## config.mk

```make
export PLATFORM = sky130hd
export DESIGN_NAME = mcu_debug_controller
export DESIGN_NICKNAME = d
export VERILOG_FILES = /design/src/rtl/mcu_dbg_pkg.sv /design/src/rtl/mcu_bp_match.sv /design/src/rtl/mcu_debug_controller.sv
export SDC_FILE = /design/constraint.sdc
export NUM_CORES = 1
export LEC_CHECK = 0
export CELL_PAD_IN_SITES_DETAIL_PLACEMENT = 1
export CELL_PAD_IN_SITES_GLOBAL_PLACEMENT = 1
export CORE_ASPECT_RATIO = 2
export CORE_MARGIN = 2
export CORE_UTILIZATION = 36
export CTS_BUF_LIST = sky130_fd_sc_hd__clkbuf_2
export CTS_CLUSTER_SIZE = 20
export DETAILED_ROUTE_END_ITERATION = 8
export PLACE_DENSITY = 0.84
export SYNTH_ARGS = -nofsm -noshare
export SYNTH_HDL_FRONTEND = slang
export SYNTH_SLANG_ARGS = --single-unit
```

## constraint.sdc

```tcl
create_clock -name Clk -period 3 [get_ports Clk]
set_clock_uncertainty 0.15 [all_clocks]
set_input_delay 0.9 -clock Clk [delete_from_list [all_inputs] [get_ports Clk]]
set_output_delay 0.9 -clock Clk [all_outputs]
set_load 0.02 [all_outputs]
```

## src/rtl/mcu_dbg_pkg.sv

```systemverilog
// Shared definitions for the MCU run-control / debug sequencer.
//   - host command opcodes carried on Cmd_op
//   - run-control FSM state encoding
//   - halt-cause codes reported on Halt_cause
package mcu_dbg_pkg;

    localparam logic [2:0] DBG_NOP      = 3'd0;
    localparam logic [2:0] DBG_HALT     = 3'd1;
    localparam logic [2:0] DBG_RUN      = 3'd2;
    localparam logic [2:0] DBG_STEP     = 3'd3;
    localparam logic [2:0] DBG_SET_BP   = 3'd4;
    localparam logic [2:0] DBG_CLR_BP   = 3'd5;
    localparam logic [2:0] DBG_READ_PC  = 3'd6;
    localparam logic [2:0] DBG_READ_CNT = 3'd7;

    typedef enum logic [2:0] {
        S_RUN,
        S_HALT_P,
        S_HALTED,
        S_STEP_F,
        S_STEP_X
    } dbg_state_e;

    localparam logic [1:0] CAUSE_RESET = 2'b00;
    localparam logic [1:0] CAUSE_HALT  = 2'b01;
    localparam logic [1:0] CAUSE_BP    = 2'b10;
    localparam logic [1:0] CAUSE_STEP  = 2'b11;

endpackage

```

## src/rtl/mcu_bp_match.sv

```systemverilog
// PC breakpoint comparator bank.
//   clk_i      system clock
//   rst_ni     async active-low reset; disables every breakpoint
//   set_i      load addr_i into entry sel_i and enable it
//   clr_i      disable entry sel_i
//   sel_i      entry index; indices >= NUM_BP are ignored
//   addr_i     breakpoint address for set_i
//   pc_i       PC of the instruction about to be fetched
//   bp_hit_o   some enabled entry matches pc_i (uses the current, pre-write registers)
module mcu_bp_match #(
    parameter int unsigned NUM_BP = 2
) (
    input  logic       clk_i,
    input  logic       rst_ni,
    input  logic       set_i,
    input  logic       clr_i,
    input  logic [1:0] sel_i,
    input  logic [7:0] addr_i,
    input  logic [7:0] pc_i,
    output logic       bp_hit_o
);

    logic [NUM_BP-1:0][7:0] bp_addr_q;
    logic [NUM_BP-1:0]      bp_en_q;

    always_ff @(posedge clk_i or negedge rst_ni) begin
        if (!rst_ni) begin
            bp_addr_q <= '0;
            bp_en_q   <= '0;
        end else begin
            for (int i = 0; i < NUM_BP; i++) begin
                if (sel_i == 2'(i)) begin
                    if (set_i) begin
                        bp_addr_q[i] <= addr_i;
                        bp_en_q[i]   <= 1'b1;
                    end else if (clr_i) begin
                        bp_en_q[i] <= 1'b0;
                    end
                end
            end
        end
    end

    always_comb begin
        bp_hit_o = 1'b0;
        for (int i = 0; i < NUM_BP; i++) begin
            if (bp_en_q[i] && (bp_addr_q[i] == pc_i)) begin
                bp_hit_o = 1'b1;
            end
        end
    end

endmodule

```

## src/rtl/mcu_debug_controller.sv

```systemverilog
// Run-control and debug sequencer between controller_fsm and the datapath.
// Gates the core load strobes, provides halt/run/single-step, PC breakpoints,
// a retired-fetch counter and a valid/ready host command port.
//   Clk, Reset_n                 clock, async active-low reset
//   currentPC                    PC of the instruction about to be fetched
//   Fetch_req                    controller_fsm LoadIR (fetch cycle)
//   IncPC_in..LoadAcc_in         raw controller_fsm strobes
//   Core_run                     core-wide enable; 0 freezes controller_fsm
//   LoadIR, IncPC, LoadPC,
//   LoadReg, LoadAcc             strobes gated by Core_run
//   Cmd_valid/Cmd_ready          host command handshake
//   Cmd_op, Cmd_sel, Cmd_data    opcode, breakpoint index, breakpoint address
//   Rsp_valid, Rsp_data          registered one-cycle read response
//   Halted, Halt_cause           frozen at an instruction boundary, and why
module mcu_debug_controller
    import mcu_dbg_pkg::*;
#(
    parameter int unsigned NUM_BP    = 2,
    parameter bit          RESET_RUN = 1'b1
) (
    input  logic       Clk,
    input  logic       Reset_n,
    input  logic [7:0] currentPC,
    input  logic       Fetch_req,
    input  logic       IncPC_in,
    input  logic       LoadPC_in,
    input  logic       LoadReg_in,
    input  logic       LoadAcc_in,
    output logic       Core_run,
    output logic       LoadIR,
    output logic       IncPC,
    output logic       LoadPC,
    output logic       LoadReg,
    output logic       LoadAcc,
    input  logic       Cmd_valid,
    output logic       Cmd_ready,
    input  logic [2:0] Cmd_op,
    input  logic [1:0] Cmd_sel,
    input  logic [7:0] Cmd_data,
    output logic       Rsp_valid,
    output logic [7:0] Rsp_data,
    output logic       Halted,
    output logic [1:0] Halt_cause
);

    localparam dbg_state_e RESET_STATE = RESET_RUN ? S_RUN : S_HALTED;

    dbg_state_e state_q, state_d;
    logic [1:0] cause_q, cause_d;
    logic       skip_q, skip_d;
    logic [7:0] count_q;
    logic       rsp_valid_q;
    logic [7:0] rsp_data_q;
    logic       accept;
    logic       bp_hit;
    logic       bp_stop;

    assign accept = Cmd_valid & Cmd_ready;
    // skip masks the breakpoint we just resumed from, for the first fetch only
    assign bp_stop = Fetch_req & bp_hit & ~skip_q;

    mcu_bp_match #(
        .NUM_BP (NUM_BP)
    ) u_bp_match (
        .clk_i    (Clk),
        .rst_ni   (Reset_n),
        .set_i    (accept && (Cmd_op == DBG_SET_BP)),
        .clr_i    (accept && (Cmd_op == DBG_CLR_BP)),
        .sel_i    (Cmd_sel),
        .addr_i   (Cmd_data),
        .pc_i     (currentPC),
        .bp_hit_o (bp_hit)
    );

    // State register
    always_ff @(posedge Clk or negedge Reset_n) begin
        if (!Reset_n) begin
            state_q <= RESET_STATE;
            cause_q <= CAUSE_RESET;
            skip_q  <= 1'b0;
        end else begin
            state_q <= state_d;
            cause_q <= cause_d;
            skip_q  <= skip_d;
        end
    end

    // Next-state logic
    always_comb begin
        state_d = state_q;
        cause_d = cause_q;
        skip_d  = skip_q;
        case (state_q)
            S_RUN: begin
                if (Fetch_req) begin
                    skip_d = 1'b0;
                end
                // a breakpoint hit takes priority over a HALT in the same cycle
                if (bp_stop) begin
                    state_d = S_HALTED;
                    cause_d = CAUSE_BP;
                end else if (accept && (Cmd_op == DBG_HALT)) begin
                    state_d = S_HALT_P;
                end
            end
            S_HALT_P: begin
                if (Fetch_req) begin
                    state_d = S_HALTED;
                    cause_d = CAUSE_HALT;
                end
            end
            S_HALTED: begin
                if (accept && (Cmd_op == DBG_RUN)) begin
                    state_d = S_RUN;
                    skip_d  = 1'b1;
                end else if (accept && (Cmd_op == DBG_STEP)) begin
                    state_d = S_STEP_F;
                end
            end
            S_STEP_F: begin
                if (Fetch_req) begin
                    state_d = S_STEP_X;
                end
            end
            S_STEP_X: begin
                if (Fetch_req) begin
                    state_d = S_HALTED;
                    cause_d = CAUSE_STEP;
                end
            end
            default: begin
                state_d = RESET_STATE;
            end
        endcase
    end

    // Output logic; freezing only ever happens on a fetch cycle
    always_comb begin
        Core_run  = 1'b1;
        Cmd_ready = 1'b1;
        case (state_q)
            S_RUN: begin
                Core_run = ~bp_stop;
            end
            S_HALT_P, S_STEP_X: begin
                Core_run  = ~Fetch_req;
                Cmd_ready = 1'b0;
            end
            S_STEP_F: begin
                Cmd_ready = 1'b0;
            end
            S_HALTED: begin
                Core_run = 1'b0;
            end
            default: begin
                Core_run = 1'b0;
            end
        endcase
    end

    assign Halted     = (state_q == S_HALTED);
    assign Halt_cause = cause_q;

    assign LoadIR  = Fetch_req  & Core_run;
    assign IncPC   = IncPC_in   & Core_run;
    assign LoadPC  = LoadPC_in  & Core_run;
    assign LoadReg = LoadReg_in & Core_run;
    assign LoadAcc = LoadAcc_in & Core_run;

    // Retired-fetch counter, wraps naturally at 8 bits
    always_ff @(posedge Clk or negedge Reset_n) begin
        if (!Reset_n) begin
            count_q <= 8'h00;
        end else if (LoadIR) begin
            count_q <= count_q + 8'd1;
        end
    end

    // Read response; READ_CNT captures the pre-increment count
    always_ff @(posedge Clk or negedge Reset_n) begin
        if (!Reset_n) begin
            rsp_valid_q <= 1'b0;
            rsp_data_q  <= 8'h00;
        end else if (accept && (Cmd_op == DBG_READ_PC)) begin
            rsp_valid_q <= 1'b1;
            rsp_data_q  <= currentPC;
        end else if (accept && (Cmd_op == DBG_READ_CNT)) begin
            rsp_valid_q <= 1'b1;
            rsp_data_q  <= count_q;
        end else begin
            rsp_valid_q <= 1'b0;
        end
    end

    assign Rsp_valid = rsp_valid_q;
    assign Rsp_data  = rsp_data_q;

endmodule

```

; Yosys cells after proc, flatten, opt, wreduce, memory -nomap -nowiden
; Index checks and enable logic that the tools add are counted.
[word_totals]
out_inout_bits = 19
input_bits = 29
reg_bits = 41
wordCells = 93
[classes]
reduce_logical = 24
n_addsub = 1
n_eq_ne = 23
n_mux = 24
n_bitwise = 11
[ops]
columns = cell, n
row1 = 3-bit 2-to-1 mux, 6
row2 = 8-bit == test, 2
row3 = 8-bit 2-to-1 mux, 2
row4 = 3-bit == test (second input constant), 5
row5 = 3-bit by 2-bit == test with 1-bit output (second input constant), 4
row6 = 3-bit one-hot mux with 4 select lines, 1
row7 = 2-bit inequality test (second input constant), 5
row8 = 1-bit logical AND, 9
row9 = 1-bit 2-to-1 mux, 9
row10 = 8-bit by 1-bit adder with 8-bit output (second input constant), 1
row11 = 1-bit bitwise AND, 8
row12 = 2-bit AND reduction, 4
row13 = 4-bit AND reduction, 2
row14 = 3-bit by 1-bit == test with 1-bit output (second input constant), 2
row15 = 2-bit 2-to-1 mux, 3
row16 = 2-bit one-hot mux with 3 select lines, 1
row17 = 2-bit nonzero test, 3
row18 = 2-bit by 1-bit inequality test with 1-bit output (second input constant), 2
row19 = 3-bit zero test, 1
row20 = 3-bit by 1-bit inequality test with 1-bit output (second input constant), 1
row21 = 3-bit inequality test (second input constant), 1
row22 = 1-bit NOT, 3
row23 = 1-bit one-hot mux with 3 select lines, 1
row24 = 3-bit AND reduction, 1
row25 = 6 further kinds, 6

; Longest topological paths before layout
[depth]
depth_word = 9
mapped_depth = 8
ltp_nobuf = 7

; Hierarchy
; A second synthesis with hierarchy kept.
[hier_totals]
cells_unflattened = 202
hier_area_um2 = 2163.3
[by_module_without_submodules]
columns = mod, cells_each, instances, seq_area_each_um2, area_per_inst_um2
row1 = mcu_debug_controller, 135, 1, 575.6, 1296.2
row2 = mcu_bp_match, 67, 1, 450.4, 867.1

; Least setup slack after synthesis
; No wires, ideal clock.
[synth_path]
path_type = input -> output
startpoint = in currentPC[7]
endpoint = out IncPC
path_stages = 7
arrival_time_ps = 2173
t_required_ps = 1950
path_buffers = 1
path_slack_ps = -223
cell_sequence = xor2_1 > nor4_1 > nand4_1 > a21oi_2 > o31ai_2 > buf_2 > and2_1
[synth_between]
elab_chain_cells = 9
word_cells_on_any_way = 11
cone_classes = eq/ne: 2 / mux: 3 / bitwise: 4 / reduce/logical: 2
[synth_lines]
columns = item, line
row1 = from (decl), mcu_debug_controller.sv:23  ; input logic [7:0] currentPC,
row2 = 8-bit == test, mcu_bp_match.sv:47  ; if (bp_en_q[i] && (bp_addr_q[i] == pc_i)) begin
row3 = 1-bit logical AND, mcu_bp_match.sv:47
row4 = 1-bit 2-to-1 mux, mcu_bp_match.sv:47
row5 = 1-bit 2-to-1 mux (*), mcu_bp_match.sv:47
row6 = 1-bit bitwise AND (*) (2 in a row), mcu_debug_controller.sv:60  ; assign bp_stop = Fetch_req & bp_hit & ~skip_q;
row7 = 1-bit NOT (*), mcu_debug_controller.sv:143  ; Core_run = ~bp_stop;
row8 = 1-bit one-hot mux with 3 select lines (*), mcu_debug_controller.sv:141  ; case (state_q)
row9 = net Core_run, mcu_debug_controller.sv:29  ; output logic Core_run,
row10 = 1-bit bitwise AND (*), mcu_debug_controller.sv:165  ; assign IncPC = IncPC_in & Core_run;
row11 = to (decl), mcu_debug_controller.sv:31  ; output logic IncPC,
; The timed path passes the listed nets; every way through them passes the cells marked *.

; Final worst setup path
[layout_path]
startpoint = in currentPC[7]
endpoint = out LoadAcc
[layout_between]
elab_chain_cells = 9
word_cells_on_any_way = 11
cone_classes = eq/ne: 2 / mux: 3 / bitwise: 4 / reduce/logical: 2
[layout_lines]
columns = item, line
row1 = 8-bit == test, mcu_bp_match.sv:47
row2 = 1-bit logical AND, mcu_bp_match.sv:47
row3 = 1-bit 2-to-1 mux, mcu_bp_match.sv:47
row4 = 1-bit 2-to-1 mux (*), mcu_bp_match.sv:47
row5 = 1-bit bitwise AND (*) (2 in a row), mcu_debug_controller.sv:60
row6 = 1-bit NOT (*), mcu_debug_controller.sv:143
row7 = 1-bit one-hot mux with 3 select lines (*), mcu_debug_controller.sv:141
row8 = 1-bit bitwise AND (*), mcu_debug_controller.sv:168  ; assign LoadAcc = LoadAcc_in & Core_run;
row9 = to (decl), mcu_debug_controller.sv:34  ; output logic LoadAcc,
; Mark *: on every way between the ends. The rest lies on a longest branch, timed or not.

==> run_results.csv <==
group,metric,value,unit
run_status,status,"finished, violations left",
run_status,violations,"negative setup slack",
critical_path,cp.required,1950,ps
hold_path,hp-start,"Rsp_data[3]",
logic_synthesis,synth_cells,185,
global_routing,grt_pass1_wl,9600,µm
clock_network,cts_tree,"yes",
critical_path,cp_cell_sequence,"buf_12 > xor2_4 > nor4_4 > nand4_1 > a21oi_2 > o31ai_4 > buf_6 > and2_4 > buf_6",
global_routing,grt_antenna_before_repair,1,
logic_synthesis,synth_warnings,0,
logic_synthesis,syn_avg_cell_area,11.2,µm²
sta,post-route-min-period,3400,ps
critical_path,crit_buf_inv,3,
critical_path,crit_top_cell,"buf_6",
die,io_pins,48,
route,wl_per_cell,18.1,µm
critical_path,cp-start-kind,"input port",
sta,rsz0062_at_grt,"yes",
critical_path,critPathCaptureType,"primary output",
sta,whs,367,ps
placement,io_buffers,47,
sta,setup_violations,6,
clock_network,htree_levels,2,
critical_path,slowest_stage,"nor4_4",
sta,slew_headroom,0.370,
logic_synthesis,synth_area_leaders,"dfrtp_1 49%, mux2_2 9.2%, xor2_1 5.9%",
critical_path,startpoint,"currentPC[7]",
placement,globalplace.congestion,0.756,
cells_and_area,nets,291,
route,dr_total_vias,1728,
die,die_w,57.7,µm
critical_path,crit_type,"in -> out",
sta,drv_slew,0,
logic_synthesis,netlist.area_leader.share,0.494,
die,coreArea,5660,µm²
route,drt-total-wl,5860,µm
die,dieArea,6430,µm²
route,drt_first_pass_iters,4,
logic_synthesis,synth_seq_cells,41,
critical_path,r2r-start,"u_bp_match.bp_addr_q[15]",
logic_synthesis,yosys.area.top_type,"dfrtp_1",
die,initial_core_util,0.367,
logic_synthesis,synth_cell_types,39,
die,die_h,111,µm
sta,tightest_slew,946,ps
global_routing,grt_max_degree,42,
critical_path,crit_family,"simple AND/OR/NAND/NOR gates",
critical_path,crit_fanout,5,
sta,worst_slack,-405,ps
route,ant_nets,0,
sta,clock.fmax,294,MHz
logic_synthesis,ys_seq_area_frac,0.494,
critical_path,slowest_delay,300,ps
clock_network,numCtsBuffers,5,
cells_and_area,drive_gt1_frac,0.351,
placement,place_area,2760,µm²
clock_network,cts.sinks,41,
clock_network,path_clk_slew,210,ps
global_routing,track_usage,0.197,
power,leakage,1.37,nW
cells_and_area,syn_to_final_growth,42.6,%
die,row_count,39,
cells_and_area,final_area,2960,µm²
route,drt-initial-drc-count,27,
critical_path,cp.arrival,2350,ps
clock_network,clk_path_buf_depth,2,
logic_synthesis,synth_area,2080,µm²
hold_path,worstHoldPathType,"reg -> reg",
global_routing,grt.overflow.total,0,
logic_synthesis,synth_nets,215,
global_routing,grt_pass1_vias,1946,
sta,fin_crit_sh,1.13,
power,ir_drop,0.000560,V
route,drcViolationCount,0,
sta,hold_violations,0,
clock_network,clock_latency,420,ps
route,vias_per_cell,5.33,
cells_and_area,final_common_cell,"dfrtp_1",
cells_and_area,final_cell_mix,"40 x dfrtp_1, 29 x clkdlybuf4s50_1, 26 x buf_4",
placement,dp_hpwl,4390,µm
power,power_density,852,nW/µm²
clock_network,clock-root-buffer,"clkbuf_2",
run,drv_cap,0,
[cell families (layout without fill, tap and decap cells)]
| group | after synthesis | after routing | synth area share |
|---|---|---|---|
| compound gates | 26 | 26 | 0.0807 |
| xor+xnor | 23 | 23 | 0.0969 |
| fa+ha+maj | 1 | 1 | 0.00602 |
| buf+inv | 10 | 87 | 0.0259 |
| flops | 41 | 41 | 0.494 |
| mux | 25 | 25 | 0.131 |
| other cells | 0 | 1 | 0 |
| simple gates | 59 | 59 | 0.166 |
[report_power, final]
part	switching, W	internal (W)	leakage [nW]
Sequential	0.000194	0.000752	0.527
Combinational	0.000649	0.000693	0.812
Clock	0.000185	0.0000510	0.0278
[flip-flops by register name, summed over array words and instances (netlist names)]
name and flops:
u_bp_match.bp_addr_q 16, count_q 8, Rsp_data 8, Rsp_valid 1
u_bp_match.bp_en_q 2, skip_q 1, Halt_cause 2, state_q 3
[final cells by class]
class                      instances  area [µm²]
fill                             622        2700
multi-input combinational        134        1120
sequential                        41        1030
timing repair buffer              75         682
tap                               61        76.3
clock buffer                       5        25.0
inverter                           4        15.0
clock inverter                     3        12.5
antenna                            1        2.50
[worst paths after layout]
check,to,slack (ps),depth (start not counted)
setup / recovery,LoadAcc,-400,9
min in group asynchronous,u_bp_match.bp_en_q[1],440,1
setup reg to reg,count_q[1],560,10
max in group asynchronous,u_bp_match.bp_addr_q[15],1610,1
hold reg to reg,Rsp_data[3],370,2
hold / removal,Rsp_data[3],370,2
[worst min-delay path, stage by stage (launching register included)]
cell     delay (ps)
dfrtp_1         390
nand2_1          50
o21ai_0          60
[metrics by stage]
stage / utilization / cells / setup TNS (ps) / total power [W] / setup WS [ps]
CTS: 0.508 / 321 / -2620 / 0.00247 / -459
finish: 0.524 / 324 / -2280 / 0.00252 / -405
floorplan: - / 185 / -537 / 0.00159 / -134
detailed placement: 0.487 / 309 / -11710 / 0.00213 / -1440
global route: 0.524 / 324 / -2850 / 0.00269 / -500
global placement: 0.487 / 309 / -9600 / 0.00208 / -1330
[timing repair]
item                                    4_1_cts  5_1_grt
setup buffers                                 4        2
resized for setup                            75       17
endpoints found under the setup margin        9        6
pin swaps                                    10        9
hold buffers                                  0        0
[Yosys cell counts]
| master | n |
|---|---|
| and2_1 | 5 |
| or2_2 | 1 |
| xor2_1 | 14 |
| nand3_1 | 5 |
| or4b_1 | 1 |
| a211oi_1 | 1 |
| nand4_4 | 1 |
| nand2_1 | 14 |
| o31ai_1 | 2 |
| nor2b_1 | 1 |
| o32a_1 | 1 |
| a31oi_1 | 1 |
| o31ai_2 | 1 |
| nor3_4 | 2 |
| and2b_2 | 1 |
| nand4_1 | 4 |
| a21oi_1 | 3 |
| a31o_2 | 1 |
| mux2i_1 | 8 |
| nor2b_2 | 1 |
| xnor2_1 | 9 |
| nor3_1 | 6 |
| o21ai_0 | 12 |
| a22o_1 | 1 |
| ha_1 | 1 |
| nor4_1 | 2 |
| buf_4 | 1 |
| nand2b_1 | 2 |
| mux2_2 | 17 |
| clkbuf_8 | 1 |
| or2b_1 | 1 |
| nor2_1 | 8 |
| o22ai_1 | 1 |
| buf_2 | 2 |
| a21oi_2 | 2 |
| dfrtp_1 | 41 |
| and3_1 | 4 |
| clkbuf_1 | 2 |
| inv_1 | 4 |
[per-layer routing]
| layer | track usage | wire (µm) | share of wire |
|---|---|---|---|
| met3 | 0.0290 | 161 | 0.027 |
| met5 | 0 | 0 | 0 |
| met1 | 0.193 | 1960 | 0.33 |
| met2 | 0.383 | 3590 | 0.61 |
| met4 | 0.0822 | 148 | 0.025 |
Power figures use the tool's default switching activity.
